## src/rtl/piso_shift_ctrl_pkg.sv

```systemverilog
// Shared state encodings and counter-width helper for the PISO shift controller.
package piso_shift_ctrl_pkg;

  typedef enum logic [1:0] {
    ST_IDLE  = 2'd0,
    ST_SHIFT = 2'd1,
    ST_PAR   = 2'd2,
    ST_DONE  = 2'd3
  } state_e;

  // Bit counter width: enough to hold WIDTH-1, never narrower than one bit.
  function automatic int unsigned cnt_width(input int unsigned width);
    return (width < 2) ? 1 : $clog2(width);
  endfunction

  localparam int unsigned DEF_WIDTH = 4;
  localparam int unsigned CNT_W     = cnt_width(DEF_WIDTH);

endpackage

```

## src/rtl/piso_shift_dp.sv

```systemverilog
// WIDTH-bit parallel-load shift register; exposes the first bit of the load word
// and the bit that becomes current after the next shift.
module piso_shift_dp #(
  parameter int unsigned WIDTH     = 4,
  parameter int unsigned MSB_FIRST = 1
) (
  input  logic             clk,
  input  logic             reset_n,
  input  logic             load,
  input  logic             shift,
  input  logic [WIDTH-1:0] load_data,
  output logic             first_bit_c,
  output logic             next_bit_c
);

  logic [WIDTH-1:0] sr_q, sr_d;

  always_comb begin
    sr_d = sr_q;
    if (load) begin
      sr_d = load_data;
    end else if (shift) begin
      sr_d = (MSB_FIRST != 0) ? {sr_q[WIDTH-2:0], 1'b0} : {1'b0, sr_q[WIDTH-1:1]};
    end
  end

  always_ff @(posedge clk or negedge reset_n) begin
    if (!reset_n) begin
      sr_q <= '0;
    end else begin
      sr_q <= sr_d;
    end
  end

  assign first_bit_c = (MSB_FIRST != 0) ? load_data[WIDTH-1] : load_data[0];
  assign next_bit_c  = (MSB_FIRST != 0) ? sr_q[WIDTH-2]      : sr_q[1];

endmodule

```

## src/rtl/piso_shift_ctrl.sv

```systemverilog
// Load/shift/count controller for a serial word transmitter with frame markers.
// Define PISO_SHIFT_CTRL_PARITY_EN to append an even-parity bit to each frame.
module piso_shift_ctrl
  import piso_shift_ctrl_pkg::*;
#(
  parameter int unsigned WIDTH     = 4,
  parameter int unsigned MSB_FIRST = 1
) (
  input  logic             clk,
  input  logic             reset_n,
  input  logic             in_valid,
  output logic             in_ready,
  input  logic [WIDTH-1:0] in_data,
  input  logic             abort,
  output logic             ser_out,
  output logic             ser_valid,
  output logic             frame_start,
  output logic             done
);

  localparam int unsigned CW = cnt_width(WIDTH);

  state_e          state_q, state_d;
  logic [CW-1:0]   cnt_q, cnt_d;
  logic            ser_out_q, ser_out_d;
  logic            ser_valid_q, ser_valid_d;
  logic            frame_start_q, frame_start_d;
  logic            done_q, done_d;
  logic            load, shift, accept;
  logic            first_bit_c, next_bit_c;
`ifdef PISO_SHIFT_CTRL_PARITY_EN
  logic            par_q, par_d;
`endif

  assign in_ready = reset_n && (state_q == ST_IDLE) && !abort;
  assign accept   = in_valid && in_ready;

  piso_shift_dp #(
    .WIDTH     (WIDTH),
    .MSB_FIRST (MSB_FIRST)
  ) u_dp (
    .clk         (clk),
    .reset_n     (reset_n),
    .load        (load),
    .shift       (shift),
    .load_data   (in_data),
    .first_bit_c (first_bit_c),
    .next_bit_c  (next_bit_c)
  );

  always_comb begin
    state_d       = state_q;
    cnt_d         = cnt_q;
    ser_out_d     = 1'b0;
    ser_valid_d   = 1'b0;
    frame_start_d = 1'b0;
    done_d        = 1'b0;
    load          = 1'b0;
    shift         = 1'b0;
`ifdef PISO_SHIFT_CTRL_PARITY_EN
    par_d         = par_q;
`endif
    case (state_q)
      ST_IDLE: begin
        if (accept) begin
          state_d       = ST_SHIFT;
          load          = 1'b1;
          cnt_d         = CW'(WIDTH - 1);
          ser_out_d     = first_bit_c;
          ser_valid_d   = 1'b1;
          frame_start_d = 1'b1;
`ifdef PISO_SHIFT_CTRL_PARITY_EN
          par_d         = ^in_data;
`endif
        end
      end
      ST_SHIFT: begin
        // Abort wins over frame completion: the word is dropped without a done pulse.
        if (abort) begin
          state_d = ST_IDLE;
          cnt_d   = '0;
        end else if (cnt_q == '0) begin
`ifdef PISO_SHIFT_CTRL_PARITY_EN
          state_d     = ST_PAR;
          ser_out_d   = par_q;
          ser_valid_d = 1'b1;
`else
          state_d     = ST_DONE;
          done_d      = 1'b1;
`endif
        end else begin
          shift       = 1'b1;
          cnt_d       = cnt_q - CW'(1);
          ser_out_d   = next_bit_c;
          ser_valid_d = 1'b1;
        end
      end
`ifdef PISO_SHIFT_CTRL_PARITY_EN
      ST_PAR: begin
        if (abort) begin
          state_d = ST_IDLE;
        end else begin
          state_d = ST_DONE;
          done_d  = 1'b1;
        end
      end
`endif
      ST_DONE: begin
        state_d = ST_IDLE;
      end
      default: begin
        state_d = ST_IDLE;
        cnt_d   = '0;
      end
    endcase
  end

  always_ff @(posedge clk or negedge reset_n) begin
    if (!reset_n) begin
      state_q       <= ST_IDLE;
      cnt_q         <= '0;
      ser_out_q     <= 1'b0;
      ser_valid_q   <= 1'b0;
      frame_start_q <= 1'b0;
      done_q        <= 1'b0;
`ifdef PISO_SHIFT_CTRL_PARITY_EN
      par_q         <= 1'b0;
`endif
    end else begin
      state_q       <= state_d;
      cnt_q         <= cnt_d;
      ser_out_q     <= ser_out_d;
      ser_valid_q   <= ser_valid_d;
      frame_start_q <= frame_start_d;
      done_q        <= done_d;
`ifdef PISO_SHIFT_CTRL_PARITY_EN
      par_q         <= par_d;
`endif
    end
  end

  assign ser_out     = ser_out_q;
  assign ser_valid   = ser_valid_q;
  assign frame_start = frame_start_q;
  assign done        = done_q;

endmodule

```

## config.mk

```make
export PLATFORM = sky130hd
export DESIGN_NAME = piso_shift_ctrl
export DESIGN_NICKNAME = d
export VERILOG_FILES = /design/src/rtl/piso_shift_ctrl_pkg.sv /design/src/rtl/piso_shift_dp.sv /design/src/rtl/piso_shift_ctrl.sv
export SDC_FILE = /design/constraint.sdc
export NUM_CORES = 1
export LEC_CHECK = 0
export ABC_AREA = 1
export BUFFER_PORTS_ARGS = -buffer_cell sky130_fd_sc_hd__clkbuf_2
export CORE_MARGIN = 3
export CORE_UTILIZATION = 35
export CTS_CLUSTER_SIZE = 24
export DETAILED_ROUTE_END_ITERATION = 6
export GPL_TIMING_DRIVEN = 1
export HOLD_SLACK_MARGIN = 0.08
export PLACE_DENSITY = 0.64
export SLEW_MARGIN = 20
export SYNTH_ARGS = -nofsm -noshare
export SYNTH_HDL_FRONTEND = slang
export SYNTH_SLANG_ARGS = --single-unit
```

## constraint.sdc

```tcl
create_clock -name clk -period 1.3 [get_ports clk]
set_input_delay 0 -clock clk [delete_from_list [all_inputs] [get_ports clk]]
set_output_delay 0 -clock clk [all_outputs]
set_load 0.05 [all_outputs]
```

After elaboration in Yosys (flattened, before gate mapping)
Cells that the tools add are included.
Storage, ports and cells
  bits in registers: 11
  bits of input ports: 8
  output and inout bits: 5
  word-level logic and storage cells: 46
Cells by class
  $add $sub $neg: 1
  eq/ne operators: 5
  muxes and demuxes: 23
  bitwise operators: 1
  reductions and logical operators: 9
Operators with widths (count)
  2-bit 2-to-1 mux: 6
  1-bit 2-to-1 mux: 11
  3-bit 2-to-1 mux: 2
  3-bit inequality test (second input constant): 2
  2-bit one-hot mux with 3 select lines: 1
  2-bit zero test: 2
  1-bit one-hot mux with 2 select lines: 2
  2-bit one-hot mux with 2 select lines: 1
  1-bit logical AND: 3
  3-bit AND reduction: 1
  2-bit by 1-bit equality test with 1-bit output (second input constant): 1
  2-bit equality test (second input constant): 1
  2-bit inequality test (second input constant): 1
  2-bit AND reduction: 1
  2-bit nonzero test: 1
  2-bit by 1-bit subtractor with 2-bit output (second input constant): 1
  1-bit zero test: 1
  1-bit inverter: 1

Depth between registers and ports, before layout
Gate-level depths: netlist of run 1.
  depth after elaboration: 7
  gate-level depth with buffers: 8
  mapped depth without buffers: 8

Modules after synthesis
Synthesis of run 1 repeated with hierarchy kept, for this count alone.
Unflattened totals
  cells, all modules: 63
  area total of the unflattened synthesis: 525.5 µm²
Modules (own cells, without submodules)
  piso_shift_ctrl: times used 1, cells each 46, area an instance 386.6 µm², seq. area each 200.2 µm²
  piso_shift_dp: times used 1, cells each 17, area an instance 138.9 µm², seq. area each 75.1 µm²

Least setup slack after synthesis of run 1
OpenSTA, ideal clock, no wires.
  path type: reg-to-reg
  from: register state_q[1]
  to: register u_dp.sr_q[1]
  setup time: 0.117 ns
  data arrival time: 1.090 ns
  required time: 1.183 ns
  slack: 0.093 ns
  stages on the path, launching flop included: 7
  path buffers: 0
  clock period less this slack: 1.207 ns
  path through: dfrtp_1 inv_1 nand2_2 nor2_4 nand3b_1 nand2_1 nand2_1
On the way
  word-level cells in the longest chain between the ends: 7
  elaborated cells between the ends (all ways): 10
  classes of those cells: 1 x eq/ne; 4 x mux; 5 x reduce/logical
RTL lines
  start, declared: RTL line piso_shift_ctrl.sv:23  | state_e state_q, state_d;
  start signal, assigned: RTL line piso_shift_ctrl.sv:130  | state_q <= state_d;
  2-bit zero test *: RTL line piso_shift_ctrl.sv:35  | assign in_ready = reset_n && (state_q == ST_IDLE) && !abort;
  1-bit logical AND * (2 in a row): RTL line piso_shift_ctrl.sv:35
  via in_ready: RTL line piso_shift_ctrl.sv:12  | output logic in_ready,
  1-bit logical AND *: RTL line piso_shift_ctrl.sv:36  | assign accept = in_valid && in_ready;
  1-bit 2-to-1 mux *: RTL line piso_shift_ctrl.sv:65  | if (accept) begin
  1-bit 2-to-1 mux *: RTL line piso_shift_ctrl.sv:63  | case (state_q)
  3-bit 2-to-1 mux or 2-bit nonzero test (tied branches)
  end signal, assigned: RTL line piso_shift_dp.sv:31  | sr_q <= sr_d;
  end, declared: RTL line piso_shift_dp.sv:16  | logic [WIDTH-1:0] sr_q, sr_d;
Mark *: on every way through the listed nets, which the timed path passes. The rest lies on a longest branch.
A chain may end at the register's enable or synchronous reset.

Worst setup path in the final report of run 1
  from: register state_q[1]
  to: output in_ready
On the way
  word-level cells in the longest chain between the ends: 3
RTL lines (RTL line)
  2-bit zero test: piso_shift_ctrl.sv:35
  1-bit logical AND (2 in a row): piso_shift_ctrl.sv:35
  end, declared: piso_shift_ctrl.sv:12
No other way between the ends.

==> results of run 1 <==
state kept, by name, summed over array words and instances, names as in the netlist:
signal / cells
frame_start: 1
ser_valid: 1
done: 1
u_dp.sr_q: 3
cnt_q: 2
ser_out: 1
state_q: 2
final timing paths:
path / startpoint / to / slack (ps) / cells past startpoint
setup / recovery: state_q[1]$_DFFE_PN0P_ / in_ready / 80 / 4
hold / removal: in_valid / u_dp.sr_q[2]$_DFFE_PN0P_ / 80 / 4
setup reg to reg: cnt_q[0]$_DFFE_PN0P_ / cnt_q[1]$_DFFE_PN0P_ / 120 / 8
hold reg to reg: cnt_q[1]$_DFFE_PN0P_ / cnt_q[1]$_DFFE_PN0P_ / 490 / 2
max in group asynchronous: reset_n / state_q[0]$_DFFE_PN0P_ / 860 / 3
min in group asynchronous: reset_n / u_dp.sr_q[2]$_DFFE_PN0P_ / 110 / 2
cell type report:
| cell class | count | area (um^2) | area share, % |
|---|---|---|---|
| Sequential cell | 11 | 275 | 37.1 |
| Multi-Input combinational cell | 43 | 253 | 34.1 |
| Timing Repair Buffer | 19 | 128 | 17.2 |
| Inverter | 11 | 41.3 | 5.56 |
| Clock buffer | 4 | 26.3 | 3.54 |
| Tap cell | 15 | 18.8 | 2.53 |
Yosys cell counts:
library cell  instances  area [um^2]
inv_2                 2         7.51
o21ai_2               4         35.0
o21ai_0               2         10.0
nor2_4                2         22.5
nand3b_1              2         15.0
dfrtp_1              11          275
nor2_1                5         18.8
inv_1                 9         33.8
nand2_1              16         60.1
o21ai_1               1         5.00
nor2_2                1         6.26
nand2_2               3         18.8
ha_1                  1         12.5
nand3_4               1         17.5
nand3_1               5         25.0
power groups by stage:
stage	combinational, mW	clock (mW)	sequential, mW
floorplan	0.173	0	0.471
global placement	0.264	0	0.447
detailed placement	0.265	0	0.448
CTS	0.280	0.231	0.441
global route	0.351	0.242	0.445
finish	0.306	0.230	0.439
layer usage:
metal | vias up | routed length [um] | GRT usage (%)
met2 | 18 | 434 | 15.7
met3 | 2 | 62 | 1.17
li1 | 249 | - | -
met5 | - | 0 | 0
met4 | 0 | 17 | 5.11
met1 | 204 | 510 | 14.8
timing repair:
action                                  4_1_cts  5_1_grt
endpoints found under the setup margin        0        6
hold endpoints to repair                     15        0
buffers inserted                              0        1
gates resized for setup                       0        6
hold buffers                                  5        0
kinds of logic (layout without fill, tap and decap cells):
logic type | after synthesis | in the layout | synth area share, %
AO/OA/AOI/OAI | 7 | 7 | 8.89
adder cells (fa/ha/maj) | 1 | 1 | 2.22
buffers and inverters | 11 | 34 | 7.33
flip-flops | 11 | 11 | 48.9
AND/OR/NAND/NOR | 35 | 35 | 32.7
placed cells by master, fill, tap and decap left out, drive strengths merged:
master        n
nand2        19
nor2          8
nand3         6
clkbuf       15
nand3b        2
ha            1
dfrtp        11
buf           3
dlygate4sd3   5
inv          11
o21ai         7
worst min-delay path, stage by stage:
cell	delay, ps
clkbuf_2	120
nand3b_1	90
nand2_1	50
nand2_1	40
per-stage QoR:
step	worst slack, ps	util [%]	power [mW]	instances	instance area, um^2
after floorplan	92.9	-	0.644	65	563
after global placement	53.0	46.4	0.711	93	649
after detailed placement	29.4	46.4	0.713	93	649
after CTS	7.80	51.9	0.952	102	726
after global routing	0.192	53.0	1.04	103	742
final	75.9	53.0	0.975	103	742
==> qor.yml, run 1 <==
global_route:
  grt_pass1_wl_mm: 1.61
  overflow: 0
  grt_max_degree: 8
  grt_pass1_vias: 388
  grt_use_total_pct: 10.5
  antenna_found_initial: 0
synthesis:
  synthesis.area_um2: 563
  synth_warnings: 0
  seq_area_frac_synth_pct: 48.9
  postSynthAreaPerCell_um2: 8.66
  ys_seq_elements: 11
  synth_cell_types: 15
  synth_fp_nets: 74
  netlist_instances: 65
run:
  maxCapViolCount: 0
route:
  wl_per_cell_um: 9.94
  drc_errors: 0
  ant_nets: 0
  drt-total-wl_mm: 1.02
  drtPass1Iterations: 4
  drt_iter0_drc: 10
  via_per_inst: 4.59
  num_vias: 473
status:
  status: "finished, final reports clean"
clock_tree:
  cts_buffers: 3
  cts.reportedPaths.clkPinSlew_ps: 70
  cts_tree: "yes"
  clock_latency_ps: 260
  cts.path.max_buffers: 2
  clock_sinks: 11
  h-tree-depth: 1
  root_buffer: "clkbuf_4"
power:
  intPower_mw: 0.643
  p_sw_share_pct: 34.1
  ir_drop_uv: 495
  pwr-share-comb_pct: 31.4
  clkPwrFrac_pct: 23.6
  p_leak_nw: 0.402
  power_density_nw_per_um2: 1310
  power_frac_seq_pct: 45.0
  power.net_switching_mw: 0.333
worst_setup_path:
  path_cells: "inv_1 > nand2_2 > nor2_4 > buf_4"
  critical_path.top_delay_family: "flip-flops"
  cp.buffers_inverters: 2
  crit_fanout: 4
  cpPeakStageDelay_ps: 460
  endpoint_kind: "primary output"
  critPathRequiredTime_ps: 1300
  path_class: "flop to primary output"
  cp.arrival_ps: 1220
  crit_slowest_cell: "dfrtp_1"
  cp-start-kind: "flop"
placed_design:
  place.gp.congestion: 0.739
  port_buffers: 12
  hpwl_um: 780
floorplan:
  die_x_um: 46.1
  coreArea_um2: 1400
  start_util_pct: 40.3
  dieArea_um2: 2130
  die_h_um: 46.1
  ios: 13
  num_rows: 13
sta:
  fin_crit_sh_pct: 94.2
  fin_crit_ps: 1220
  fin_skew_ps: 2.70
  setup_viol: 0
  fin_tns_setup_ps: 0
  timing.hold.ws_ps: 76.6
  tightest_slew_ps: 280
  slew_violations: 0
  rsz0062_at_grt: "false"
  slew_headroom_pct: 81.4
  max_freq_mhz: 817
  hold_viol_final: 0
layout:
  antenna_cells: 0
  n_fill_cell: 133
  area_delta_synth_final_pct: 31.8
  layout-drive-gt1-share_pct: 37.5
  num-nets-final: 98
worst_hold_path:
  min_path_type: "primary input to flop"
Note: power is estimated with default switching activity, not from simulation.
==> inputs of run 2 (changes only) <==
Settings changed: PLACE_DENSITY 0.64 to default, PLACE_DENSITY_LB_ADDON from default to 0.08.
==> run 2 against run 1 <==
  * Die area stayed put
  * Sequential power hardly changed
  * Clock power barely moved
  * Hold slack improved by 160 ps
  * Count of clock-buffer cells in the layout is the same
  * Routed wire length grew 2.2%
  * Flip-flop and latch count unchanged
  * Critical path type unchanged
  * Critical path depth is the same
==> qor.yml, run 2 (synthesis gave the netlist of run 1 again) <==
status:
  status: "finished, final reports clean"
power:
  p_leak_nw: 0.409
  power.net_switching_mw: 0.331
  power_density_nw_per_um2: 1280
  ir_drop_uv: 609
  clkPwrFrac_pct: 23.6
  intPower_mw: 0.647
  power_frac_seq_pct: 45.0
  p_sw_share_pct: 33.8
  pwr-share-comb_pct: 31.4
floorplan:
  ios: 13
  die_h_um: 46.1
  start_util_pct: 40.3
  num_rows: 13
  coreArea_um2: 1400
  die_x_um: 46.1
  dieArea_um2: 2130
clock_tree:
  cts.path.max_buffers: 2
  root_buffer: "clkbuf_4"
  h-tree-depth: 1
  clock_latency_ps: 260
  cts_buffers: 3
  clock_sinks: 11
  cts_tree: "yes"
  cts.reportedPaths.clkPinSlew_ps: 70
global_route:
  grt_use_met2_pct: 18.1
  met3_usage_pct: 5.86
  antenna_found_initial: 0
  met1_usage_pct: 14.9
  grt_pass1_wl_mm: 1.79
  grt_pass1_vias: 449
  overflow: 0
  grt_max_degree: 12
  grt_use_total_pct: 12.2
  grt.busiest_layer: "met2"
sta:
  fin_crit_sh_pct: 93.3
  setup_slack_ps: 87.1
  slew_headroom_pct: 81.7
  slew_violations: 0
  fin_crit_ps: 1210
  tightest_slew_ps: 275
  timing.hold.ws_ps: 238
  hold_viol_final: 0
  fin_skew_ps: 1.43
  setup_viol: 0
  fin_tns_setup_ps: 0
  max_freq_mhz: 825
  rsz0062_at_grt: "false"
route:
  drt_iter0_drc: 7
  drc_errors: 0
  drtPass1Iterations: 4
  num_vias: 471
  via_per_inst: 4.49
  ant_nets: 0
  wl_per_cell_um: 9.97
  drt-total-wl_mm: 1.05
layout:
  layout-drive-gt1-share_pct: 38.9
  antenna_cells: 0
  largest_register_ff_count: 3
  largestRegisters: "u_dp.sr_q x3, cnt_q x2, state_q x2"
  final_cells: 105
  area_delta_synth_final_pct: 36.0
  regMostFlops: "u_dp.sr_q"
  layout_commonest_cell: "nand2_1"
  num-nets-final: 100
  final_cell_mix: "nand2_1 (16), clkbuf_2 (11), dfrtp_1 (10)"
placed_design:
  place_inst: 93
  place.gp.congestion: 0.759
  pre_cts_ws_ps: 64.1
  port_buffers: 12
  hpwl_um: 780
worst_setup_path:
  cp-start-kind: "flop"
  endpoint_kind: "primary output"
  critPathRequiredTime_ps: 1300
  rr_worst_depth: 8
  crit_fanout: 4
  path_class: "flop to primary output"
  cp.arrival_ps: 1210
worst_hold_path:
  min_path_type: "primary input to asynchronous set/reset pin"
run:
  maxCapViolCount: 0
-- run 2: layer usage --
metal  part of all wire, %  vias to the layer above
met1                    51                      200
li1                      -                      255
met4                  0.86                        0
met2                    42                       14
met5                     0                        -
met3                   5.6                        2
-- run 2: repair_timing --
action	in CTS	in global routing
resized for setup	1	6
pin swaps	0	2
hold endpoints to repair	15	0
setup buffers	0	1
hold buffers	7	0
setup endpoints to repair	1	5
-- run 2: path summary, 6_finish.rpt --
kind	to	from	slack, ps
min reg2reg	cnt_q[1]$_DFFE_PN0P_	cnt_q[1]$_DFFE_PN0P_	480
min in group clk	ser_out$_DFF_PN0_	in_data[3]	480
max	in_ready	state_q[1]$_DFFE_PN0P_	90
max in group asynchronous	state_q[1]$_DFFE_PN0P_	reset_n	900
max reg2reg	cnt_q[1]$_DFFE_PN0P_	cnt_q[0]$_DFFE_PN0P_	120
min	done$_DFF_PN0_	reset_n	240
-- run 2: area by class of cell --
type	count	area [um^2]
fillers	143	633
flip-flops and latches	11	277
multi-input cells	43	255
repair buffers	21	148
inverters	11	41.3
clock buffers	4	26.3
well taps	15	18.8
-- run 2: power by group through the flow --
stage / sequential, mW / clock (mW) / combinational, mW
after global placement: 0.446 / 0 / 0.263
after global routing: 0.447 / 0.253 / 0.349
after CTS: 0.441 / 0.245 / 0.280
final: 0.441 / 0.231 / 0.307
after detailed placement: 0.448 / 0 / 0.261
after floorplan: 0.471 / 0 / 0.173
-- run 2: per-stage QoR --
stage                     power (mW)  cell area [um^2]  util [%]
after floorplan                0.644               563         -
after global placement         0.709               649      46.4
after detailed placement       0.709               649      46.4
after CTS                      0.966               748      53.5
after global routing            1.05               766      54.7
final                          0.979               766      54.7
-- run 2: critical path: stages, from the launching register on --
cell	delay (ps)
dfrtp_2	450
inv_1	100
nand2_2	90
nor2_4	110
buf_4	200
==> inputs of run 3 (changes only) <==
Settings changed: CORE_AREA from default to 2 2 39 41, CORE_MARGIN 3 to default, CORE_UTILIZATION 35 to default, DIE_AREA from default to 0 0 41 43.
Clock period 1.3 ns to 1 ns, I/O delays scaled along.
==> run 3 against run 2 <==
  * The flow now finishes with violations (setup timing)
  * Sequential power is 31% higher
  * Clock power is 36% higher
  * Register-to-register slack worse by 280 ps
  * Combinational power is 92% higher
  * Critical path depth stayed put
  * Via count is 14% higher
  * Hold slack worse by 160 ps
  * Routed wire length is 31% higher
  * Non-clock buffer count is 9 higher
  * Flip-flop and latch count stayed put
  * Critical path type unchanged
==> qor.yml, run 3 (synthesis gave the netlist of run 1 again) <==
worst_setup_path:
  cp.arrival_ps: 1170
  critPathRequiredTime_ps: 1000
  startpoint: "state_q[1]$_DFFE_PN0P_"
  r2r_start: "cnt_q[0]$_DFFE_PN0P_"
  crit_slowest_cell: "dfrtp_2"
  crit_fanout: 4
  endpoint_kind: "primary output"
  cpPeakStageDelay_ps: 470
  rr_worst_depth: 8
  cp-start-kind: "flop"
  path_cells: "inv_2 > nand2_4 > nor2_4 > buf_8"
  path_class: "flop to primary output"
layout:
  num-nets-final: 109
  antenna_cells: 0
  n_fill_cell: 116
  layout_commonest_cell: "nand2_1"
  largest_register_ff_count: 3
  final_cell_mix: "nand2_1 (13), clkbuf_2 (11), dfrtp_1 (10)"
  area_delta_synth_final_pct: 62.0
  layout-drive-gt1-share_pct: 55.6
  regMostFlops: "u_dp.sr_q"
  largestRegisters: "u_dp.sr_q x3, cnt_q x2, state_q x2"
status:
  violations: "setup timing"
  status: "finished with violations"
floorplan:
  dieArea_um2: 1760
  start_util_pct: 40.7
  die_x_um: 41
  num_rows: 14
  ios: 13
  coreArea_um2: 1380
  die_h_um: 43
global_route:
  grt_pass1_vias: 501
  grt_max_degree: 9
  grt.busiest_layer: "met2"
  antenna_found_initial: 0
  grt_use_met2_pct: 27.2
  grt_use_total_pct: 17.9
  met3_usage_pct: 3.14
  overflow: 0
  grt_pass1_wl_mm: 2.13
  met1_usage_pct: 25.0
sta:
  setup_viol: 12
  tightest_slew_ps: 279
  fin_crit_sh_pct: 117
  rsz0062_at_grt: "true"
  slew_violations: 0
  fin_skew_ps: 5.98
  max_freq_mhz: 856
  slew_headroom_pct: 81.5
  fin_tns_setup_ps: -1400
  setup_slack_ps: -169
  fin_crit_ps: 1170
  hold_viol_final: 0
run:
  maxCapViolCount: 0
clock_tree:
  cts_tree: "yes"
  clock_latency_ps: 270
  cts_buffers: 3
  cts.path.max_buffers: 2
  cts.reportedPaths.clkPinSlew_ps: 80
  root_buffer: "clkbuf_4"
  h-tree-depth: 1
  clock_sinks: 11
route:
  drt-total-wl_mm: 1.38
  via_per_inst: 4.68
  ant_nets: 0
  num_vias: 538
  drc_errors: 0
  drt_iter0_drc: 13
  wl_per_cell_um: 12.0
  drtPass1Iterations: 4
placed_design:
  hpwl_um: 845
  port_buffers: 12
  place.gp.congestion: 0.724
power:
  p_leak_nw: 0.481
  finalPower_mw: 1.48
  ir_drop_uv: 848
  power_density_nw_per_um2: 1620
worst_hold_path:
  worst_hold_path.num_cells: 4
  min_path_type: "primary input to flop"
  hold_start: "in_valid"
==> run 3: power breakdown <==
| part | leakage [nW] | total, mW | switching [mW] | internal (mW) |
|---|---|---|---|---|
| registers | 0.139 | 0.577 | 0.0487 | 0.529 |
| clock network | 0.0150 | 0.314 | 0.160 | 0.154 |
| logic | 0.327 | 0.588 | 0.325 | 0.263 |
==> run 3: area by class of cell <==
| class | count | area [um^2] | share of cell area, % |
|---|---|---|---|
| clock buffers | 4 | 26.3 | 2.88 |
| repair buffers | 30 | 233 | 25.5 |
| multi-input cells | 43 | 315 | 34.6 |
| inverters | 11 | 41.3 | 4.53 |
| flip-flops and latches | 11 | 277 | 30.3 |
| well taps | 16 | 20.0 | 2.19 |
==> run 3: metal layers <==
metal	wire, um	up-vias	part of all wire (%)
li1	-	269	-
met1	635	246	46
met2	684	21	50
met3	47	2	3.4
met4	8	0	0.58
met5	0	-	0
==> run 3: repair_timing <==
| item | 4_1_cts | 5_1_grt |
|---|---|---|
| setup buffers | 5 | 6 |
| hold buffers | 5 | 0 |
| gates resized for setup | 13 | 12 |
| cloned | 0 | 0 |
| pin swaps | 11 | 11 |
| endpoints found under the setup margin | 8 | 12 |
| hold endpoints to repair | 15 | 0 |
==> run 3: critical path, delay by kind of cell, from the launching register on <==
| kind | cells | cell delay (ps) |
|---|---|---|
| buf+inv | 2 | 250 |
| flops | 1 | 470 |
| simple gates | 2 | 170 |
==> run 3: path summary, 6_finish.rpt <==
path / to / slack [ps]
min in group asynchronous: state_q[0]$_DFFE_PN0P_ / 140
max reg2reg: cnt_q[0]$_DFFE_PN0P_ / -160
min: u_dp.sr_q[1]$_DFFE_PN0P_ / 80
max in group asynchronous: state_q[1]$_DFFE_PN0P_ / 460
max: in_ready / -170
min reg2reg: u_dp.sr_q[1]$_DFFE_PN0P_ / 520
==> run 3: stage by stage <==
step | instances | utilization, % | hold slack, ps | worst slack (ps) | area, um^2
final | 115 | 65.9 | 75.3 | -169 | 912
after global routing | 115 | 65.9 | 90.9 | -270 | 912
after CTS | 110 | 60.3 | 81.6 | -176 | 835
after detailed placement | 96 | 48.5 | -167 | -168 | 671
after global placement | 96 | 48.5 | -162 | -154 | 671
after floorplan | 65 | - | -296 | -197 | 568
